## src/rtl/weight_rd_arbiter_pkg.sv

```systemverilog
// Shared types and defaults for the weight read-channel arbiter.
package weight_rd_arbiter_pkg;

    localparam int QZ_DEF     = 16;
    localparam int DATA_W_DEF = QZ_DEF * 4;
    localparam int ADDR_W_DEF = 20;
    localparam int LEN_W_DEF  = 10;

    localparam int REQ_AH = 0;
    localparam int REQ_FC = 1;

    typedef enum logic [1:0] {
        ST_IDLE,
        ST_CMD,
        ST_XFER,
        ST_GAP
    } arb_state_e;

endpackage

```

## src/rtl/weight_rd_arbiter_rr_arb2.sv

```systemverilog
// Two-way round-robin pick; ptr_i names the requester that wins a tie.
module rr_arb2
    import weight_rd_arbiter_pkg::*;
(
    input  logic [1:0] req_i,
    input  logic       ptr_i,
    output logic [1:0] gnt_o
);

    always_comb begin
        gnt_o = req_i;
        if (req_i[REQ_AH] && req_i[REQ_FC]) begin
            gnt_o        = 2'b00;
            gnt_o[ptr_i] = 1'b1;
        end
    end

endmodule

```

## src/rtl/weight_rd_arbiter.sv

```systemverilog
// Shares the weight-fetch read channel between the AH and FC engines,
// one burst at a time, with round-robin tie-breaking.
module weight_rd_arbiter
    import weight_rd_arbiter_pkg::*;
#(
    parameter int QZ     = QZ_DEF,
    parameter int DATA_W = QZ * 4,
    parameter int ADDR_W = ADDR_W_DEF,
    parameter int LEN_W  = LEN_W_DEF
) (
    input  logic              clk,
    input  logic              rst,
    input  logic              req_ah,
    input  logic [ADDR_W-1:0] addr_ah,
    input  logic [LEN_W-1:0]  len_ah,
    input  logic              req_fc,
    input  logic [ADDR_W-1:0] addr_fc,
    input  logic [LEN_W-1:0]  len_fc,
    output logic              gnt_ah,
    output logic              gnt_fc,
    output logic              done_ah,
    output logic              done_fc,
    output logic              rd_valid_ah,
    output logic              rd_valid_fc,
    output logic [DATA_W-1:0] rd_data_o,
    output logic              cmd_valid,
    output logic [ADDR_W-1:0] cmd_addr,
    output logic [LEN_W-1:0]  cmd_len,
    input  logic              cmd_ready,
    input  logic [DATA_W-1:0] rd_data,
    input  logic              rd_valid,
    output logic              err_stray
);

    arb_state_e        state_q, state_d;
    logic              ptr_q, ptr_d;
    logic [1:0]        gnt_q, gnt_d;
    logic [ADDR_W-1:0] addr_q, addr_d;
    logic [LEN_W-1:0]  len_q, len_d;
    logic [LEN_W-1:0]  cnt_q, cnt_d;
    logic              cmd_valid_q, cmd_valid_d;
    logic [1:0]        done_q, done_d;
    logic [1:0]        vld_q, vld_d;
    logic [DATA_W-1:0] data_q, data_d;
    logic              err_q, err_d;

    logic [1:0]        pick;
    logic [LEN_W-1:0]  pick_len;

    rr_arb2 u_rr_arb2 (
        .req_i ({req_fc, req_ah}),
        .ptr_i (ptr_q),
        .gnt_o (pick)
    );

    assign pick_len = pick[REQ_FC] ? len_fc : len_ah;

    always_comb begin
        state_d     = state_q;
        ptr_d       = ptr_q;
        gnt_d       = gnt_q;
        addr_d      = addr_q;
        len_d       = len_q;
        cnt_d       = cnt_q;
        cmd_valid_d = cmd_valid_q;
        done_d      = 2'b00;
        vld_d       = 2'b00;
        data_d      = data_q;
        err_d       = err_q | (rd_valid && (state_q != ST_XFER));

        case (state_q)
            ST_IDLE: begin
                cnt_d = '0;
                if (|pick) begin
                    gnt_d       = pick;
                    addr_d      = pick[REQ_FC] ? addr_fc : addr_ah;
                    len_d       = pick_len;
                    // A zero-length burst never reaches the fetch engine.
                    cmd_valid_d = (pick_len != '0);
                    state_d     = ST_CMD;
                end
            end
            ST_CMD: begin
                if (len_q == '0) begin
                    done_d  = gnt_q;
                    state_d = ST_GAP;
                end else if (cmd_ready) begin
                    cmd_valid_d = 1'b0;
                    state_d     = ST_XFER;
                end
            end
            ST_XFER: begin
                if (rd_valid) begin
                    vld_d  = gnt_q;
                    data_d = rd_data;
                    cnt_d  = cnt_q + LEN_W'(1);
                    if (cnt_d == len_q) begin
                        done_d  = gnt_q;
                        state_d = ST_GAP;
                    end
                end
            end
            ST_GAP: begin
                // Tie priority goes to whoever was not just served.
                ptr_d   = gnt_q[REQ_AH];
                gnt_d   = 2'b00;
                state_d = ST_IDLE;
            end
            default: state_d = ST_IDLE;
        endcase
    end

    always_ff @(posedge clk) begin
        if (rst) begin
            state_q     <= ST_IDLE;
            ptr_q       <= 1'b0;
            gnt_q       <= 2'b00;
            addr_q      <= '0;
            len_q       <= '0;
            cnt_q       <= '0;
            cmd_valid_q <= 1'b0;
            done_q      <= 2'b00;
            vld_q       <= 2'b00;
            data_q      <= '0;
            err_q       <= 1'b0;
        end else begin
            state_q     <= state_d;
            ptr_q       <= ptr_d;
            gnt_q       <= gnt_d;
            addr_q      <= addr_d;
            len_q       <= len_d;
            cnt_q       <= cnt_d;
            cmd_valid_q <= cmd_valid_d;
            done_q      <= done_d;
            vld_q       <= vld_d;
            data_q      <= data_d;
            err_q       <= err_d;
        end
    end

    assign gnt_ah      = gnt_q[REQ_AH];
    assign gnt_fc      = gnt_q[REQ_FC];
    assign done_ah     = done_q[REQ_AH];
    assign done_fc     = done_q[REQ_FC];
    assign rd_valid_ah = vld_q[REQ_AH];
    assign rd_valid_fc = vld_q[REQ_FC];
    assign rd_data_o   = data_q;
    assign cmd_valid   = cmd_valid_q;
    assign cmd_addr    = addr_q;
    assign cmd_len     = len_q;
    assign err_stray   = err_q;

endmodule

```

## config.mk

```make
export PLATFORM = sky130hd
export DESIGN_NAME = weight_rd_arbiter
export DESIGN_NICKNAME = d
export VERILOG_FILES = /design/src/rtl/weight_rd_arbiter_pkg.sv /design/src/rtl/weight_rd_arbiter_rr_arb2.sv /design/src/rtl/weight_rd_arbiter.sv
export SDC_FILE = /design/constraint.sdc
export NUM_CORES = 1
export LEC_CHECK = 0
export ABC_AREA = 1
export BUFFER_PORTS_ARGS = -buffer_cell sky130_fd_sc_hd__buf_2
export CAP_MARGIN = 25
export CORE_ASPECT_RATIO = 0.9
export CORE_MARGIN = 2
export CORE_UTILIZATION = 47
export DETAILED_ROUTE_END_ITERATION = 7
export PLACE_DENSITY = 0.81
export REMOVE_ABC_BUFFERS = 1
export SYNTH_ARGS = -nofsm -noshare
export SYNTH_HDL_FRONTEND = slang
export SYNTH_HIERARCHICAL = 1
export SYNTH_SLANG_ARGS = --single-unit
export TNS_END_PERCENT = 30
```

## constraint.sdc

```tcl
create_clock -name clk -period 2 [get_ports clk]
set_input_delay 0.4 -clock clk [delete_from_list [all_inputs] [get_ports clk]]
set_output_delay 0.4 -clock clk [all_outputs]
set_load 0.005 [all_outputs]
```

==> impl_metrics.yaml, run 1 <==
detailed_routing:
  vias_per_cell: 5.02
  route.detailed.drc: 0
  wl_per_cell_um: 13.5
  wl_um: 14200
  antenna_left: 0
  vias: 5256
  first_iter_violations: 474
  first_pass_iters: 5
cts:
  holdBufCountCts: 0
  htreeDepth: 4
  root_buffer: "clkbuf_16"
  cts_inserted_buffers: 17
  cts.path.max_buffers: 2
  cts_tree: "done"
  cts.clk_slew.worst_paths_ns: 0.06
  cts_setup_buffers: 0
  clk_latency_ns: 0.40
  clock_sinks: 115
  post_cts_resized: 0
global_route:
  grt_max_degree: 73
  grt_pass1_vias: 4828
  grt_overflow_total: 0
  grt_usage: 0.249
  antenna_found_initial: 0
  grt_pass1_wl_um: 22600
power:
  vdd_drop_max_mv: 0.776
  clockPowerShare: 0.327
  power_density_nw_per_um2: 1200
  p_seq_frac: 0.377
  switchingPower_w: 0.00275
  p_comb_frac: 0.296
  p_leak_nw: 3.31
  p_int_w: 0.00536
  p_sw_frac: 0.339
yosys:
  synthAdderAreaFrac: 0.0127
  synth.distinct_cells: 35
  synth_top_family_by_area: "simple AND/OR/NAND/NOR gates"
  avgSynthCellArea_um2: 7.28
  synthCells: 678
  yosys.area_share.simple: 0.287
  synth-xor-area-share: 0.00710
  yosysSeqAreaShare: 0.467
  synth_area_um2: 4930
  synth_flop_cell: "dfxtp_1"
  yosysWarnings: 6
  synth_compound_area_frac: 0.164
  async_flop_share: 0
  synth_edf_count: 0
  synth.area.mux_share: 0.00203
  ys_ff_latch: 115
timing:
  finalHoldViolations: 0
  drv_slew: 0
  setup_tns_ns: 0
  rsz0062_at_grt: "false"
  max_freq_ghz: 0.555
  finalCritPeriodShare: 0.901
  min_period_ns: 1.80
  tightest_slew_ns: 0.439
  slew_headroom: 0.707
  fin_skew_ns: 0.00851
  finalSetupViolations: 0
  whs_ns: 0.247
cells_and_area:
  syn_to_final_growth_pct: 37.4
  diodes: 0
  multi_input_area_um2: 2340
  fin_util: 0.662
  drive_above_1_share: 0.346
  fin_nets: 1040
  stdcell_count: 1046
  final.fill_count: 900
  seq_area_um2: 2300
run_status:
  outcome: "complete, no violations"
critical_path:
  crit_slowest_cell: "dfxtp_1"
  crit_chain: "ha_1 -> nand2_2 -> inv_2 -> nand2_2 -> o21bai_2 -> nand2_1 -> nand2_1 -> inv_2 -> nor2_4 -> nand4_4 -> a21oi_1 -> nor2_1"
  cp.buffers_inverters: 2
  critPathMaxStageDelay_ns: 0.39
  cp_top_family: "simple AND/OR/NAND/NOR gates"
  worstSetupEndpointType: "flip-flop"
  cp-endpoint: "state_q[0]"
  worst_ep_required_time_ns: 2.30
  cp.arrival_ns: 2.10
  cp.depth: 12
  r2r_slack_ns: 0.20
  reg2reg_depth: 12
  critical_path.startpoint: "cnt_q[0]"
  critPathLaunchType: "flip-flop"
  worstReg2RegStart: "cnt_q[0]"
  worstReg2RegEnd: "state_q[0]"
  worst-setup-path-type: "reg -> reg"
  cp_max_fo: 4
placement:
  dp_cells: 1015
  place.gp.congestion: 0.959
  numPortBuffers: 231
  dp_hpwl_um: 10200
floorplan:
  die-area_um2: 11300
  rows: 35
  core_area_um2: 10200
  die_h_um: 101
  io_pins: 232
  initial_utilization: 0.481
  die_width_um: 112
run:
  drv_cap: 0
worst_hold_path:
  min_path_type: "in -> reg"
-- final cells by class --
cell class	count	area share
Inverter	40	0.0221
Clock inverter	13	0.0133
Tap cell	129	0.0238
Timing Repair Buffer	247	0.192
Sequential cell	115	0.340
Multi-Input combinational cell	484	0.345
Clock buffer	18	0.0648
-- worst min-delay path by stage --
stage	to	depth (start not counted)	startpoint	slack (ns)
4_1_cts	rd_data_o[8]	3	rd_data[8]	0.23
3_3_place_gp	rd_data_o[10]	2	rd_data_o[10]	0.46
5_1_grt	rd_data_o[57]	3	rd_data[57]	0.23
3_5_place_dp	err_stray	2	err_stray	0.46
2_1_floorplan	vld_q[1]	2	gnt_q[1]	0.45
6_report	rd_data_o[57]	3	rd_data[57]	0.25
-- state kept, by name, summed over array words and instances, names as in the netlist, 2 cells and up --
name,cells
state_q,2
gnt_q,2
cnt_q,10
vld_q,2
done_q,2
cmd_addr,20
rd_data_o,64
cmd_len,10
-- per-stage QoR --
stage	instance area, µm²	power [W]	worst slack, ns
6_report	6780	0.00812	0.199
5_1_grt	6780	0.00864	0.0162
4_1_cts	6780	0.00816	0.206
3_5_place_dp	6250	0.00547	0.204
3_3_place_gp	6250	0.00543	0.236
2_1_floorplan	4790	0.00442	-1.40
-- routing by layer --
layer	wire, µm	GRT usage	part of all wire	up-vias
met2	6580	0.411	0.46	242
met4	284	0.0994	0.020	0
met5	0	0	0	-
met3	1140	0.0694	0.080	21
met1	6160	0.313	0.43	2326
li1	-	-	-	2667
-- worst register-to-register path: cells and delay by family (launching register included) --
family	cells	cell delay [ns]
AND/OR/NAND/NOR	7	0.65
flip-flops	1	0.39
AO/OA/AOI/OAI	2	0.28
adder cells (fa/ha/maj)	1	0.23
buffers and inverters	2	0.16
-- cells in the mapped netlist, types with 4 or more instances --
cell type / count / area share
clkbuf_1: 35 / 0.027
nor2_1: 145 / 0.11
o21ai_0: 99 / 0.10
nor2_4: 4 / 0.0091
a21oi_1: 29 / 0.029
nand3_2: 6 / 0.012
nand2_1: 112 / 0.085
nand3_1: 27 / 0.027
a31oi_1: 20 / 0.025
ha_1: 5 / 0.013
nand2_2: 12 / 0.015
dfxtp_1: 115 / 0.47
inv_1: 37 / 0.028
-- cell usage in the layout (no fill, tap or decap), types with 2 or more instances in the layout --
cell,Yosys,final
buf_2,0,231
nor2_1,145,145
dfxtp_1,115,115
nand2_1,112,111
o21ai_0,99,99
inv_1,37,35
a21oi_1,29,29
nand3_1,27,27
a31oi_1,20,20
clkbuf_16,0,17
buf_4,0,14
nand2_2,12,13
nand3_2,6,6
inv_2,3,5
ha_1,5,5
clkinv_2,0,5
nor2_4,4,4
clkinv_4,0,4
clkinvlp_4,0,4
xor2_1,3,3
nor2_2,2,2
nand4_1,2,2
nor4_1,2,2
a211oi_1,2,2
buf_12,0,2
-- power by group through the flow --
| stage | clock network (W) | registers (W) | logic (W) |
|---|---|---|---|
| final | 0.00266 | 0.00306 | 0.00240 |
| after global routing | 0.00283 | 0.00311 | 0.00271 |
| after CTS | 0.00270 | 0.00305 | 0.00240 |
| after detailed placement | 0 | 0.00309 | 0.00237 |
| after global placement | 0 | 0.00309 | 0.00234 |
| after floorplan | 0 | 0.00310 | 0.00132 |
-- cells by family (layout without fill, tap and decap cells) --
family / count (synthesis) / in the layout
mux: 1 / 1
compound gates: 153 / 153
flops: 115 / 115
simple gates: 321 / 321
fa+ha+maj: 5 / 5
xor+xnor: 4 / 4
buf+inv: 79 / 318
No activity file was read; power rests on OpenSTA's default activity.
==> run 2, diff against run 1 <==
==> constraint.sdc (replaced) <==
create_clock -name clk -period 1.85 [get_ports clk]
set_input_delay 0.37 -clock clk [delete_from_list [all_inputs] [get_ports clk]]
set_output_delay 0.37 -clock clk [all_outputs]
set_load 0.005 [all_outputs]
==> run 2 against run 1 <==
Sequential power up 8.2%. Clock skew shrank 0.0013 ns. Clock-buffer cell count unchanged. Maximum frequency is 5.5% higher. Register-to-register slack lost 0.06 ns. Non-clock buffer count increased by 4. Die area is the same. Sequential cell count unchanged. Routed wire length up 1.8%. Highest routed layer unchanged.
==> impl_metrics.yaml, run 2 (synthesized netlist as in run 1, its figures left out) <==
run:
  drv_cap: 0
global_route:
  grt_pass1_wl_um: 22700
  grt_max_degree: 75
  grt_overflow_total: 0
  grt_usage: 0.249
  grt_pass1_vias: 4786
  antenna_found_initial: 0
power:
  switchingPower_w: 0.00305
  power_density_nw_per_um2: 1380
  clockPowerShare: 0.376
  p_sw_frac: 0.316
  vdd_drop_max_mv: 0.914
  p_seq_frac: 0.344
  p_int_w: 0.00658
  p_comb_frac: 0.280
  finalPower_w: 0.00963
  p_leak_nw: 3.39
placement:
  dp_hpwl_um: 10200
  numPortBuffers: 231
  dp_cells: 1015
  place.gp.congestion: 0.943
critical_path:
  timing.critical_path.mode_cell: "inv_1"
  worst-setup-path-type: "reg -> reg"
  cp_max_fo: 6
  critPathMaxStageDelay_ns: 0.33
  critPathLaunchType: "flip-flop"
  crit_chain: "inv_1 -> ha_2 -> inv_1 -> nor3_1 -> inv_1 -> and3_1 -> nand4_4 -> nand3_1 -> nand2_1 -> nor2_1"
  worst_ep_required_time_ns: 2.14
  worstSetupEndpointType: "flip-flop"
  cp.arrival_ns: 2.00
  crit_slowest_cell: "dfxtp_1"
detailed_routing:
  vias: 5220
  first_iter_violations: 403
  wl_per_cell_um: 13.7
  route.detailed.drc: 0
  wl_um: 14400
  first_pass_iters: 5
  vias_per_cell: 4.97
  antenna_left: 0
cts:
  cts.path.max_buffers: 2
  cts_inserted_buffers: 17
  holdBufCountCts: 0
  cts_tree: "done"
  cts.clk_slew.worst_paths_ns: 0.06
  htreeDepth: 4
  clk_latency_ns: 0.40
  clock_sinks: 115
  root_buffer: "clkbuf_16"
cells_and_area:
  final_common_cell: "buf_2"
  fin_nets: 1044
  diodes: 0
  fin_util: 0.682
  syn_to_final_growth_pct: 41.6
  largest_register_ffs: 64
  stdcell_count: 1051
  drive_above_1_share: 0.357
  final_cell_mix: "buf_2, nor2_1, dfxtp_1, nand2_1, o21ai_0"
timing:
  drv_slew: 0
  finalCritPeriodShare: 0.923
  tightest_slew_ns: 0.333
  min_period_ns: 1.71
  setup_tns_ns: 0
  finalSetupViolations: 0
  finalHoldViolations: 0
  fin_skew_ns: 0.00725
  slew_headroom: 0.778
  max_freq_ghz: 0.586
floorplan:
  core_area_um2: 10200
  die-area_um2: 11300
  io_pins: 232
  rows: 35
  die_h_um: 101
  initial_utilization: 0.481
  die_width_um: 112
worst_hold_path:
  min_path_type: "in -> reg"
run_status:
  outcome: "complete, no violations"
[run 2: final timing paths]
check        slack, ns  depth (start not counted)             to           from
max reg2reg       0.14                         10     state_q[1]     state_q[0]
min reg2reg       0.47                          2  rd_data_o[44]  rd_data_o[44]
max               0.14                         10     state_q[1]     state_q[0]
min               0.22                          3   rd_data_o[5]     rd_data[5]
[run 2: worst max-delay path: cells and delay by family, from the launching register on]
| family | cells | cell delay (ns) |
|---|---|---|
| adder cells (fa/ha/maj) | 1 | 0.26 |
| flip-flops | 1 | 0.33 |
| AND/OR/NAND/NOR | 6 | 0.67 |
| buffers and inverters | 3 | 0.35 |
[run 2: metrics by stage]
| stage | hold WS, ns | worst slack, ns | instance area, µm² |
|---|---|---|---|
| 2_1_floorplan | 0.439 | -1.55 | 4790 |
| 3_3_place_gp | 0.456 | 0.138 | 6250 |
| 3_5_place_dp | 0.464 | 0.0649 | 6250 |
| 4_1_cts | 0.201 | 0.0893 | 6920 |
| 5_1_grt | 0.218 | -0.0148 | 6990 |
| 6_report | 0.221 | 0.142 | 6990 |
[run 2: routing by layer]
metal,part of all wire,GRT usage,vias to the layer above
met4,0.018,0.0994,0
met2,0.48,0.427,225
met5,0,0,-
met1,0.42,0.305,2294
met3,0.082,0.0616,25
li1,-,-,2676
[run 2: layout make-up]
type                       count  area [µm²]
fill                         869        3260
clock inverter                14         226
tap                          129         161
timing repair buffer         251        1330
inverter                      40         156
multi-input combinational    484        2360
clock buffer                  18         439
sequential                   115        2300
[run 2: what timing repair did]
action                                  in CTS  in global routing
buffers inserted                             0                  4
endpoints found under the setup margin       0                 28
gates resized for setup                      0                 11
[run 2: power by group through the flow]
stage,Combinational (W),Sequential [W],Clock [W]
finish,0.00270,0.00331,0.00362
global route,0.00302,0.00337,0.00380
CTS,0.00258,0.00330,0.00368
detailed placement,0.00256,0.00334,0
global placement,0.00251,0.00334,0
floorplan,0.00142,0.00336,0
==> run 3, diff against run 2 <==
--- a/config.mk
+++ b/config.mk
@@ -13,7 +13,8 @@
 export CORE_UTILIZATION = 47
 export DETAILED_ROUTE_END_ITERATION = 7
 export PLACE_DENSITY = 0.81
-export REMOVE_ABC_BUFFERS = 1
+export SKIP_LAST_GASP = 1
+export SLEW_MARGIN = 30
 export SYNTH_ARGS = -nofsm -noshare
 export SYNTH_HDL_FRONTEND = slang
 export SYNTH_HIERARCHICAL = 1
==> run 3 against run 2 <==
Sequential power barely moved. Clock skew increased by 0.0012 ns. Non-clock buffer count is 1 lower. Clock power down 4%. Global-route usage decreased by 1.1 points. Critical path type unchanged. Largest power group unchanged.
==> impl_metrics.yaml, run 3 (synthesized netlist as in run 1, its figures left out) <==
run_status:
  outcome: "complete, no violations"
placement:
  place.gp.congestion: 0.930
  numPortBuffers: 231
  dp_cells: 1018
  dp_hpwl_um: 10100
cts:
  htreeDepth: 4
  cts.path.max_buffers: 2
  cts_setup_buffers: 0
  root_buffer: "clkbuf_16"
  post_cts_resized: 0
  clk_latency_ns: 0.40
  clock_sinks: 115
  cts_inserted_buffers: 17
  holdBufCountCts: 0
  cts_tree: "done"
  cts.clk_slew.worst_paths_ns: 0.05
floorplan:
  rows: 35
  initial_utilization: 0.481
  die_width_um: 112
  die-area_um2: 11300
  die_h_um: 101
  io_pins: 232
  core_area_um2: 10200
worst_hold_path:
  min_path_type: "in -> reg"
  min_from: "rd_data[15]"
timing:
  finalCritPeriodShare: 0.964
  finalHoldViolations: 0
  finalSetupViolations: 0
  fin_skew_ns: 0.00848
  drv_slew: 0
  max_freq_ghz: 0.561
  slew_headroom: 0.709
  tightest_slew_ns: 0.435
  min_period_ns: 1.78
critical_path:
  cp_top_family: "simple AND/OR/NAND/NOR gates"
  crit_slowest_cell: "dfxtp_2"
  timing.critical_path.mode_cell: "nand2_1"
  cp.arrival_ns: 2.08
  cp.depth: 12
  cp.buffers_inverters: 1
  critPathMaxStageDelay_ns: 0.33
  cp_max_fo: 4
  worst_ep_required_time_ns: 2.15
  critical_path.startpoint: "cnt_q[1]"
  reg2reg_depth: 12
  worstReg2RegEnd: "state_q[0]"
  r2r_slack_ns: 0.07
  worstReg2RegStart: "cnt_q[1]"
  critPathLaunchType: "flip-flop"
  worst-setup-path-type: "reg -> reg"
  worstSetupEndpointType: "flip-flop"
  cp-endpoint: "state_q[0]"
  crit_chain: "ha_4 -> inv_1 -> nand2_1 -> nand2_1 -> nor2_1 -> nand2_1 -> nor2_4 -> nand3_2 -> nor2_4 -> nand4_4 -> a21oi_2 -> nor2_1"
cells_and_area:
  stdcell_count: 1049
  diodes: 0
  syn_to_final_growth_pct: 41.9
  largest_register_ffs: 64
  final_common_cell: "buf_2"
  fin_util: 0.683
  fin_nets: 1043
  final.fill_count: 908
  drive_above_1_share: 0.362
  final_cell_mix: "buf_2, nor2_1, dfxtp_1, nand2_1, o21ai_0"
detailed_routing:
  wl_um: 14200
  antenna_left: 0
  first_iter_violations: 326
  vias: 5242
  wl_per_cell_um: 13.6
  vias_per_cell: 5.00
  first_pass_iters: 5
  route.detailed.drc: 0
power:
  p_seq_frac: 0.350
  vdd_drop_max_mv: 0.918
  clockPowerShare: 0.370
  p_leak_nw: 3.41
  p_int_w: 0.00649
  power_density_nw_per_um2: 1350
  p_comb_frac: 0.281
  finalPower_w: 0.00945
  p_sw_frac: 0.314
  switchingPower_w: 0.00296
global_route:
  grt_pass1_vias: 4571
  grt_max_degree: 66
  antenna_found_initial: 0
  grt_overflow_total: 0
  grt_pass1_wl_um: 21600
  grt_usage: 0.238
yosys:
  synthesis.nets: 813
run:
  drv_cap: 0
run 3: cell types whose count changed in the layout (fill, tap and decap cells not counted), moves of 3 or more:
cell / before / now
clkbuf_8: 1 / 4
clkinv_2: 0 / 3
nand2_1: 111 / 107
nand2_2: 13 / 16
clkinv_4: 5 / 1
run 3: layer usage:
layer / global-route usage / wire length, µm / part of all wire / vias to the layer above
li1: - / - / - / 2675
met1: 0.284 / 6000 / 0.42 / 2364
met2: 0.419 / 7160 / 0.50 / 185
met3: 0.0694 / 876 / 0.062 / 18
met4: 0.0732 / 199 / 0.014 / 0
met5: 0 / 0 / 0 / -
run 3: worst register-to-register path, cell delays in order (launching register included):
cell and delay [ns]:
dfxtp_2 0.33, ha_4 0.26, inv_1 0.05, nand2_1 0.06, nand2_1 0.05, nor2_1 0.12
nand2_1 0.10, nor2_4 0.13, nand3_2 0.10, nor2_4 0.14, nand4_4 0.14, a21oi_2 0.15
nor2_1 0.05
run 3: stage by stage:
step / cell area [µm²] / setup slack (ns) / hold WS [ns] / setup TNS (ns)
floorplan: 4930 / 0.121 / 0.439 / 0
global placement: 6280 / 0.136 / 0.456 / 0
detailed placement: 6280 / 0.0718 / 0.461 / 0
CTS: 6920 / 0.0474 / 0.203 / 0
global route: 7000 / -0.0376 / 0.206 / -0.0731
finish: 7000 / 0.0669 / 0.214 / 0
run 3: worst min path at each step:
stage                          to  slack, ns  depth (start not counted)
finish              rd_data_o[15]       0.21                          3
global placement    rd_data_o[16]       0.46                          2
detailed placement      err_stray       0.46                          2
floorplan                gnt_q[0]       0.44                          1
global route        rd_data_o[38]       0.21                          3
CTS                 rd_data_o[15]       0.20                          3
run 3: layout make-up:
type                    count  area (µm²)  share of cell area
well taps                 129         161              0.0231
inverters                  40         153              0.0218
clock buffers              22         484              0.0692
flip-flops and latches    115        2310               0.330
multi-input cells         484        2410               0.344
repair buffers            250        1340               0.191
clock inverters             9         151              0.0216
run 3: power groups by stage:
stage | Clock (W) | Sequential (W) | Combinational (W)
2_1_floorplan | 0 | 0.00336 | 0.00148
3_3_place_gp | 0 | 0.00333 | 0.00253
3_5_place_dp | 0 | 0.00334 | 0.00257
4_1_cts | 0.00352 | 0.00330 | 0.00258
5_1_grt | 0.00366 | 0.00336 | 0.00296
6_report | 0.00349 | 0.00331 | 0.00265
